==> src/rtl/fir_pkg.sv <==
// ============================================================================
// Module      : fir_pkg
// Description : Shared types and constants for the FIR tap scheduler.
// Revision    : 1.0 - initial release
// ============================================================================
`default_nettype none

package fir_pkg;

  localparam int              FP_W    = 32;
  localparam logic [FP_W-1:0] FP_ZERO = 32'h0000_0000;
  localparam logic [FP_W-1:0] FP_ONE  = 32'h3F80_0000;

  typedef enum logic [2:0] {
    S_IDLE      = 3'd0,
    S_MUL_ISSUE = 3'd1,
    S_MUL_WAIT  = 3'd2,
    S_ADD_ISSUE = 3'd3,
    S_ADD_WAIT  = 3'd4,
    S_NEXT      = 3'd5,
    S_DONE      = 3'd6
  } fir_sched_state_t;

  // Only the exact +0 encoding counts as zero; -0 and denormals still multiply.
  function automatic logic is_pos_zero(input logic [FP_W-1:0] v);
    return v == FP_ZERO;
  endfunction

endpackage

`default_nettype wire

==> src/rtl/fir_coef_bank.sv <==
// ============================================================================
// Module      : fir_coef_bank
// Description : TAPS x 32 coefficient register file, writes only while idle.
// Revision    : 1.0 - initial release
// ============================================================================
`default_nettype none

module fir_coef_bank
  import fir_pkg::*;
#(
  parameter int TAPS = 8,
  parameter int AW   = $clog2(TAPS)
) (
  input  logic            clk,
  input  logic            rst,
  input  logic            idle_i,
  input  logic            we_i,
  input  logic [AW-1:0]   addr_i,
  input  logic [FP_W-1:0] data_i,
  input  logic [AW-1:0]   rd_idx_i,
  output logic [FP_W-1:0] rd_data_o
);

  logic [FP_W-1:0] mem_q [TAPS];

  always_ff @(posedge clk) begin
    if (rst) begin
      for (int i = 0; i < TAPS; i++) begin
        mem_q[i] <= FP_ZERO;
      end
    end else if (idle_i && we_i) begin
      mem_q[addr_i] <= data_i;
    end
  end

  assign rd_data_o = mem_q[rd_idx_i];

endmodule

`default_nettype wire

==> src/rtl/fir_tap_scheduler.sv <==
// ============================================================================
// Module      : fir_tap_scheduler
// Description : Time-multiplexes one FP multiplier and one FP adder over the
//               taps of a FIR filter, one output per accepted sample.
// Revision    : 1.0 - initial release
// ============================================================================
`default_nettype none

module fir_tap_scheduler
  import fir_pkg::*;
#(
  parameter int TAPS    = 8,
  parameter int TIMEOUT = 64
) (
  input  logic                    clk,
  input  logic                    rst,
  input  logic                    sample_valid,
  input  logic [FP_W-1:0]         sample_in,
  output logic                    sample_ready,
  input  logic                    coef_we,
  input  logic [$clog2(TAPS)-1:0] coef_addr,
  input  logic [FP_W-1:0]         coef_data,
  output logic                    mul_start,
  output logic [FP_W-1:0]         mul_a,
  output logic [FP_W-1:0]         mul_b,
  input  logic                    mul_ready,
  input  logic [FP_W-1:0]         mul_y,
  output logic                    add_start,
  output logic [FP_W-1:0]         add_a,
  output logic [FP_W-1:0]         add_b,
  input  logic                    add_ready,
  input  logic [FP_W-1:0]         add_y,
  output logic                    out_valid,
  output logic [FP_W-1:0]         out_data,
  output logic                    busy,
  output logic                    err
);

  localparam int AW = $clog2(TAPS);
  localparam int CW = $clog2(TIMEOUT + 1);

  fir_sched_state_t state_q, state_d;
  logic [AW-1:0]    k_q, k_d;
  logic [CW-1:0]    cnt_q, cnt_d;
  logic [FP_W-1:0]  acc_q, acc_d;
  logic [FP_W-1:0]  prod_q, prod_d;
  logic             acc_wr_q, acc_wr_d;
  logic [FP_W-1:0]  tap_q [TAPS];

  logic             sample_ready_q, sample_ready_d;
  logic             busy_q, busy_d;
  logic             mul_start_q, mul_start_d;
  logic [FP_W-1:0]  mul_a_q, mul_a_d;
  logic [FP_W-1:0]  mul_b_q, mul_b_d;
  logic             add_start_q, add_start_d;
  logic [FP_W-1:0]  add_a_q, add_a_d;
  logic [FP_W-1:0]  add_b_q, add_b_d;
  logic             out_valid_q, out_valid_d;
  logic [FP_W-1:0]  out_data_q, out_data_d;
  logic             err_q, err_d;

  logic             w_idle;
  logic             w_accept;
  logic [FP_W-1:0]  w_tap;
  logic [FP_W-1:0]  w_coef;

  assign w_idle   = (state_q == S_IDLE);
  // The registered ready is low for one cycle after reset, so it gates acceptance.
  assign w_accept = w_idle && sample_ready_q && sample_valid;
  assign w_tap    = tap_q[k_q];

  fir_coef_bank #(
    .TAPS (TAPS),
    .AW   (AW)
  ) u_coef_bank (
    .clk       (clk),
    .rst       (rst),
    .idle_i    (w_idle),
    .we_i      (coef_we),
    .addr_i    (coef_addr),
    .data_i    (coef_data),
    .rd_idx_i  (k_q),
    .rd_data_o (w_coef)
  );

  always_ff @(posedge clk) begin
    if (rst) begin
      for (int i = 0; i < TAPS; i++) begin
        tap_q[i] <= FP_ZERO;
      end
    end else if (w_accept) begin
      tap_q[0] <= sample_in;
      for (int i = 1; i < TAPS; i++) begin
        tap_q[i] <= tap_q[i-1];
      end
    end
  end

  always_comb begin
    state_d     = state_q;
    k_d         = k_q;
    cnt_d       = cnt_q;
    acc_d       = acc_q;
    prod_d      = prod_q;
    acc_wr_d    = acc_wr_q;
    mul_start_d = 1'b0;
    mul_a_d     = mul_a_q;
    mul_b_d     = mul_b_q;
    add_start_d = 1'b0;
    add_a_d     = add_a_q;
    add_b_d     = add_b_q;
    out_valid_d = 1'b0;
    out_data_d  = out_data_q;
    err_d       = 1'b0;

    case (state_q)
      S_IDLE: begin
        if (w_accept) begin
          acc_d    = FP_ZERO;
          acc_wr_d = 1'b0;
          k_d      = '0;
          state_d  = S_MUL_ISSUE;
        end
      end

      S_MUL_ISSUE: begin
        if (is_pos_zero(w_tap) || is_pos_zero(w_coef)) begin
          state_d = S_NEXT;
        end else begin
          mul_a_d     = w_tap;
          mul_b_d     = w_coef;
          mul_start_d = 1'b1;
          cnt_d       = '0;
          state_d     = S_MUL_WAIT;
        end
      end

      S_MUL_WAIT: begin
        if (mul_ready) begin
          prod_d = mul_y;
          // The first real product seeds the accumulator, saving one add.
          if (!acc_wr_q) begin
            acc_d    = mul_y;
            acc_wr_d = 1'b1;
            state_d  = S_NEXT;
          end else begin
            state_d = S_ADD_ISSUE;
          end
        end else if (cnt_q == CW'(TIMEOUT - 1)) begin
          err_d   = 1'b1;
          state_d = S_IDLE;
        end else begin
          cnt_d = cnt_q + 1'b1;
        end
      end

      S_ADD_ISSUE: begin
        add_a_d     = acc_q;
        add_b_d     = prod_q;
        add_start_d = 1'b1;
        cnt_d       = '0;
        state_d     = S_ADD_WAIT;
      end

      S_ADD_WAIT: begin
        if (add_ready) begin
          acc_d   = add_y;
          state_d = S_NEXT;
        end else if (cnt_q == CW'(TIMEOUT - 1)) begin
          err_d   = 1'b1;
          state_d = S_IDLE;
        end else begin
          cnt_d = cnt_q + 1'b1;
        end
      end

      S_NEXT: begin
        if (k_q == AW'(TAPS - 1)) begin
          state_d = S_DONE;
        end else begin
          k_d     = k_q + 1'b1;
          state_d = S_MUL_ISSUE;
        end
      end

      S_DONE: begin
        out_data_d  = acc_q;
        out_valid_d = 1'b1;
        state_d     = S_IDLE;
      end

      default: begin
        state_d = S_IDLE;
      end
    endcase

    sample_ready_d = (state_d == S_IDLE);
    busy_d         = (state_d != S_IDLE);
  end

  always_ff @(posedge clk) begin
    if (rst) begin
      state_q        <= S_IDLE;
      k_q            <= '0;
      cnt_q          <= '0;
      acc_q          <= FP_ZERO;
      prod_q         <= FP_ZERO;
      acc_wr_q       <= 1'b0;
      sample_ready_q <= 1'b0;
      busy_q         <= 1'b0;
      mul_start_q    <= 1'b0;
      mul_a_q        <= FP_ZERO;
      mul_b_q        <= FP_ZERO;
      add_start_q    <= 1'b0;
      add_a_q        <= FP_ZERO;
      add_b_q        <= FP_ZERO;
      out_valid_q    <= 1'b0;
      out_data_q     <= FP_ZERO;
      err_q          <= 1'b0;
    end else begin
      state_q        <= state_d;
      k_q            <= k_d;
      cnt_q          <= cnt_d;
      acc_q          <= acc_d;
      prod_q         <= prod_d;
      acc_wr_q       <= acc_wr_d;
      sample_ready_q <= sample_ready_d;
      busy_q         <= busy_d;
      mul_start_q    <= mul_start_d;
      mul_a_q        <= mul_a_d;
      mul_b_q        <= mul_b_d;
      add_start_q    <= add_start_d;
      add_a_q        <= add_a_d;
      add_b_q        <= add_b_d;
      out_valid_q    <= out_valid_d;
      out_data_q     <= out_data_d;
      err_q          <= err_d;
    end
  end

  assign sample_ready = sample_ready_q;
  assign busy         = busy_q;
  assign mul_start    = mul_start_q;
  assign mul_a        = mul_a_q;
  assign mul_b        = mul_b_q;
  assign add_start    = add_start_q;
  assign add_a        = add_a_q;
  assign add_b        = add_b_q;
  assign out_valid    = out_valid_q;
  assign out_data     = out_data_q;
  assign err          = err_q;

endmodule

`default_nettype wire

==> config.mk <==
export PLATFORM = sky130hd
export DESIGN_NAME = fir_tap_scheduler
export DESIGN_NICKNAME = d
export VERILOG_FILES = /design/src/rtl/fir_pkg.sv /design/src/rtl/fir_coef_bank.sv /design/src/rtl/fir_tap_scheduler.sv
export SDC_FILE = /design/constraint.sdc
export NUM_CORES = 1
export LEC_CHECK = 0
export CAP_MARGIN = 25
export CORE_AREA = 2 2 331 169
export CTS_BUF_LIST = sky130_fd_sc_hd__clkbuf_4 sky130_fd_sc_hd__clkbuf_8
export CTS_CLUSTER_DIAMETER = 40
export DETAILED_ROUTE_END_ITERATION = 10
export DIE_AREA = 0 0 333 171
export GPL_TIMING_DRIVEN = 0
export PLACE_DENSITY_LB_ADDON = 0.25
export SETUP_SLACK_MARGIN = 0.4
export SLEW_MARGIN = 20
export SYNTH_ARGS = -nofsm -noshare
export SYNTH_HDL_FRONTEND = slang
export SYNTH_SLANG_ARGS = --single-unit
export TNS_END_PERCENT = 1
==> constraint.sdc <==
create_clock -name clk -period 10.1 [get_ports clk]
set_clock_uncertainty 0.15 [all_clocks]
set_input_delay 1.01 -clock clk [delete_from_list [all_inputs] [get_ports clk]]
set_output_delay 1.01 -clock clk [all_outputs]
set_load 0.02 [all_outputs]
==> impl_results.md <==
- DRC errors left: 0
- Hold_buf cts: 0
- Crit path max fanout: 10
- Worst Hold Depth: 2
- Switching share of power: roughly a quarter
- Synth warn: 0
- Largest net degree at the start of global routing: 58
- Register area share after synthesis: about 64%
- Setup ws final: approximately 5400 ps
- RSZ-0062 raised after global routing: false
- Syn nets: around 2500
- GRT Total Usage: 33.5%
- DR WL/cell: 26.5 µm
- FP Rows: roughly 60
- Total gr overflow: 0
- Via density: a little over 6
- Sequential power share: 54.2%
- Cell area after synthesis: about 0.032 mm²
- 1st-pass router iterations: 6
- Fin. Hold Viols: 0
- Die area: 0.0569 mm²
- CP Launch Type: flip-flop
- Fin crit share: a little under half
- Syn avg cell area: around 13 µm²
- Initial antenna violation count: 8
- Area Overhead vs Synth: 20.4%
- Clock power share: between 30% and 40%
- Gpl congestion: between 0.9 and 1
- Status: complete, no violations
- Clk_lat worst skew: 740 ps
- Pre-CTS WS: approximately 5200 ps
- Synth Register Bits: between 700 and 800
- VDD IR max: about 0.12 mV
- EDFF count, synth: 512
- Final wirelength: around 96000 µm
- Combinational share of power: under 10%
- NetSw: around 1.7 mW
- CTS tree: yes
- First-pass GRT wire length: 138000 µm
- I/O Buffers: slightly above 300
- Overall die height: approximately 170 µm
- Core area: roughly 0.054 mm²
- Setup Viol. Count Final: 0
- Post-cts sizing count: 0
- Detailed placer's ending HPWL: 69000 µm
- CTS H-tree depth: 3
- Via count: about 22000
- P_int: between 5 and 6 mW
- Die Span X: approximately 330 µm
- CTS root buf: clkbuf_8
- Vias in the first global route: around 21000
- Max-slew violation count: 0
- Worst-Margin Slew: around 1100 ps
- Tmin final: roughly 4700 ps
- Clock transition at path regs: roughly 60 ps
- Power Dens Cells: between 150 and 200 mW/mm²
- Layout cell share with drive strength beyond 1: 13.0%
- Synth cell types: 45
- Critical path required time: roughly 11000 ps
- HP Class: reg2reg
- FF-to-FF path depth: 10
- Sum Neg Setup Slack: 0 ps
- Pwr Total: 6.78 mW
- Total of max-cap violations: 0
- # nets final: around 3000
- Worst slew margin: 24.8%
- LEAKAGE: between 10 and 15 nW
- Clock sinks: between 700 and 800
- Arr. time, crit path: 5120 ps
- WS Path Type: reg2reg
- Clock Path Buffers: 3
- CP endpoint kind: flip-flop
- Mapped Cells: roughly 2400
- Initial core utilization: 57.9%
- Peak Freq: 215 MHz
- FILL cells: roughly 3700
- Io pins: ~300
- Num CTS Buffers: 102
- Post-CTS setup buffer count: 0
- Antenna viol nets, final: 0
- Top_reg_cell synth: edfxtp_1
- DRT iter0 DRCs: 3317
- Post-synthesis async set-or-reset flop share: 0%
- Fin Hold WS: 296 ps
## synth_stat cells (all sizes together) (5+ instances only)
master,number,area [µm²]
a211oi,97,728
a21oi,134,671
a22oi,35,263
a311oi,7,86.3
and2,454,2840
buf,50,245
clkbuf,125,469
dfxtp,247,4940
edfxtp,512,15400
mux2i,65,651
mux4,128,2880
nand2,267,1000
nand3,5,25.0
nand4,16,100
nor2,118,443
nor2b,67,419
nor3,6,30.0
nor4,7,68.8
o21ai,7,35.0
or2,9,56.3
## metrics by stage
step	util [%]	std cells	instance area [µm²]
finish	69.8	3627	38000
floorplan	-	2386	31600
CTS	69.4	3612	37800
global placement	65.1	3412	35500
detailed placement	65.5	3423	35700
global route	69.8	3626	38000
## critical path, stage by stage (launching register included)
cell	delay (ps)
dfxtp_1	360
buf_2	260
buf_1	870
mux4_2	440
mux2i_1	620
nand4_1	200
nor4_2	630
a221oi_2	200
buf_2	260
buf_2	270
a211oi_1	280
## power groups by stage
| stage | clock (mW) | sequential [mW] | combinational, mW |
|---|---|---|---|
| global route | 2.57 | 3.69 | 0.709 |
| detailed placement | 0 | 3.73 | 0.646 |
| CTS | 2.43 | 3.67 | 0.648 |
| finish | 2.44 | 3.67 | 0.671 |
| global placement | 0 | 3.76 | 0.614 |
| floorplan | 0 | 3.73 | 0.317 |
## cells in the final DEF, fill, tap and decap left out, types with 5 or more instances in the layout
master           netlist  routed
clkdlybuf4s50_1        0     302
buf_4                  6       6
clkbuf_4               0      48
nand3_1                5       5
nor2b_1               67      67
nand2_1              267     267
nor4_2                 4       5
a211oi_1              97      97
nand4_1               16      16
clkinv_1               0      14
buf_12                 0      11
and2_1               454     454
nor2_1               118     118
or2_2                  8       8
a21oi_1              134     134
dfxtp_1              247     247
clkbuf_8               0     114
nor3_1                 6       6
mux4_2               128     128
a22oi_1               35      35
buf_1                 21      17
mux2i_1               65      65
buf_2                 22      25
buf_6                  1       7
edfxtp_1             512     512
o21ai_0                7       7
clkbuf_1             125     125
diode_2                0       5
## sequential cells by signal, indices dropped and copies added (netlist names), named ones only
register,cells
tap_q,256
u_coef_bank.mem_q,256
acc_q,32
add_a,32
add_b,32
mul_a,32
mul_b,32
out_data,32
prod_q,32
cnt_q,7
k_q,3
state_q,3
acc_wr_q,1
add_start,1
busy,1
err,1
mul_start,1
out_valid,1
sample_ready,1
## final timing paths
check | to | slack [ps] | start
max | mul_b[1] | 5440 | flip-flop
min | add_b[5] | 300 | prod_q[5]
min reg2reg | add_b[5] | 300 | prod_q[5]
max reg2reg | mul_b[1] | 5440 | flip-flop
## per-layer routing
metal  vias to the layer above  global-route usage (%)  share of wire, %  wire (µm)
li1                       9457                       -                 -          -
met1                     11200                    50.2                42      40300
met2                      1490                    45.3                41      39800
met3                       202                    12.9                14      13900
met4                         4                    9.50               2.3       2180
met5                         -                       0             0.033         32
## cell type report
| cell class | count | area [µm²] | share of cell area (%) |
|---|---|---|---|
| Sequential cell | 759 | 20300 | 53.4 |
| Multi-Input combinational cell | 1449 | 10500 | 27.7 |
| Timing Repair Buffer | 323 | 3390 | 8.91 |
| Clock buffer | 162 | 1930 | 5.07 |
| Tap cell | 724 | 906 | 2.38 |
| Buffer | 175 | 719 | 1.89 |
| Clock inverter | 27 | 194 | 0.510 |
| Antenna cell | 5 | 12.5 | 0.0329 |
| Inverter | 3 | 11.3 | 0.0296 |
## kinds of logic after synthesis
logic type               count (synthesis)  share of synthesized area, %
AO/OA/AOI/OAI                          290                          5.91
buffers and inverters                  178                          2.30
adder cells (fa/ha/maj)                  3                         0.119
AND/OR/NAND/NOR                        963                          16.1
multiplexers                           193                          11.2
flip-flops                             759                          64.4
Note: power is estimated with default switching activity, not from simulation.
==> patch: new RTL, config.mk and constraints unchanged <==
`TIMEOUT`: 64 -> 128.
--- a/src/rtl/fir_tap_scheduler.sv
+++ b/src/rtl/fir_tap_scheduler.sv
@@ -12,3 +12,3 @@
   parameter int TAPS    = 8,
-  parameter int TIMEOUT = 64
+  parameter int TIMEOUT = 128
 ) (
Formal check against the unedited RTL: no difference found for any inputs over 4 cycles, from zero or initial values and one cycle with rst high; that may be too few to reach the edited logic, so the function may still have changed.
==> patch against the unedited design <==
- global-route usage grew 0.13 points
- die area did not move
- wire length increased by 0.28%
- critical path type unchanged
- power is 1.4% higher
- largest power group unchanged
- sequential cell count increased by 1
- worst setup slack lost 0.0046 ns
- utilization up 0.44 points
- final area is 0.63% higher
- synthesized area rose by 0.64%
==> patch: results (changes against the unedited design) <==
| Metric | Value |
|---|---|
| Final Core Density | `0.702 (+0.00438)` |
| Non-clock buffer share | `0.109 (+0.00122)` |
| Seq/Total Area, Yosys | `0.640 (-0.00345)` |
| Met3 routed WL | `13800 um (-1.0%)` |
| Crit-path max cell delay | `approximately 0.86 ns` |
| Grt met3 use | `0.111 (-0.0184)` |
| Inst Count DP | `3431 (+0.23%)` |
| Max_slew headroom | `0.220 (-0.0273)` |
| Layout sequential cell count | `760 (+0.13%)` |
| First-iteration detailed-routing DRC count | `3441 (+3.7%)` |
| Static Leak | `13.1 nW (+0.84%)` |
| GRT met2 Usage | `0.472 (+0.0192)` |
| Top post-synthesis cells by area | `edfxtp_1, dfxtp_1, mux4_2` |
| Syn_nets | `2537 (+0.44%)` |
| Grt met1 use | `0.504 (+0.00171)` |
| Status | `complete, no violations` |
| Uppermost layer routed | `met4` |
| Storage cell area | `20300 um^2 (about the same)` |
| Post-Place Cell Area | `35900 um^2 (+0.53%)` |
| Bufs w/o clock | `492 (-1.2%)` |
| ClkCell Share | `0.0581 (+0.00220)` |
| Area share of the largest cell type after synthesis | `0.484 (-0.00309)` |
| First-pass GRT wire length | `139000 um (+0.84%)` |
| Fin nets | `2960 (+0.24%)` |
| Met1 WL | `39700 um (-1.3%)` |
| Met2 routed wirelength | `40500 um (+1.7%)` |
| Comb_multi_in | `1459 (+0.69%)` |
| Filler cells | `3696 (-0.48%)` |
| Finished Layout Cells | `3636 (+0.25%)` |
| Netlist cell types | `46 (+2.2%)` |
| WP data arrival | `5.06 ns (-0.06 ns)` |
| Avg Synthesized Cell Area | `13.3 um^2 (+0.18%)` |
| Max VDD drop | `0.107 mV (-10%)` |
| Vias | `22682 (+1.7%)` |
| Final-layout clock buffer total | `164 (+1.2%)` |
| Inverter count | `4 (+1)` |
| Final GP Congestion | `0.912 (-8.6%)` |
| Critical R2R Capture | `mul_b[30]$_SDFFE_PP0P_` |
| Dpl ws | `5.41 ns (+0.257 ns)` |
| GRT Total Usage | `0.337 (+0.00132)` |
| Initial antenna violation count | `6 (-2)` |
-- patch: changes by cell type in the layout (fill, tap and decap cells not counted), moves of 5 or more --
cell | unedited run | this run
clkinv_2 | 4 | 9
a211oi_1 | 97 | 91
buf_12 | 11 | 4
buf_6 | 7 | 22
clkbuf_1 | 125 | 119
a211oi_2 | 0 | 7
clkinv_1 | 14 | 9
buf_2 | 25 | 11
-- patch: how the worst min path moves through the flow --
stage / startpoint / to / slack, ns / depth (start not counted)
after floorplan: prod_q[0]$_SDFFE_PP0P_ / add_b[0]$_SDFFE_PP0P_ / 0.28 / 2
after global placement: prod_q[9]$_SDFFE_PP0P_ / add_b[9]$_SDFFE_PP0P_ / 0.29 / 2
after detailed placement: prod_q[31]$_SDFFE_PP0P_ / add_b[31]$_SDFFE_PP0P_ / 0.29 / 2
after CTS: prod_q[1]$_SDFFE_PP0P_ / add_b[1]$_SDFFE_PP0P_ / 0.30 / 2
after global routing: prod_q[31]$_SDFFE_PP0P_ / add_b[31]$_SDFFE_PP0P_ / 0.32 / 2
final: prod_q[31]$_SDFFE_PP0P_ / add_b[31]$_SDFFE_PP0P_ / 0.30 / 2
-- patch: power by group --
group          internal, mW  switching, mW  total (mW)
combinational         0.269          0.414       0.683
clock                  1.34           1.19        2.54
sequential             3.55          0.106        3.65
total                  5.16           1.71        6.88
-- patch: logic make-up (layout without fill, tap and decap cells) --
group / Yosys count / count (layout) / synth area share
AO/OA/AOI/OAI: 295 / 295 / 0.0597
multiplexers: 193 / 193 / 0.111
AND/OR/NAND/NOR: 968 / 968 / 0.161
buffers and inverters: 178 / 688 / 0.0271
other: 0 / 5 / 0
adder cells (fa/ha/maj): 3 / 3 / 0.00118
flip-flops: 760 / 760 / 0.640
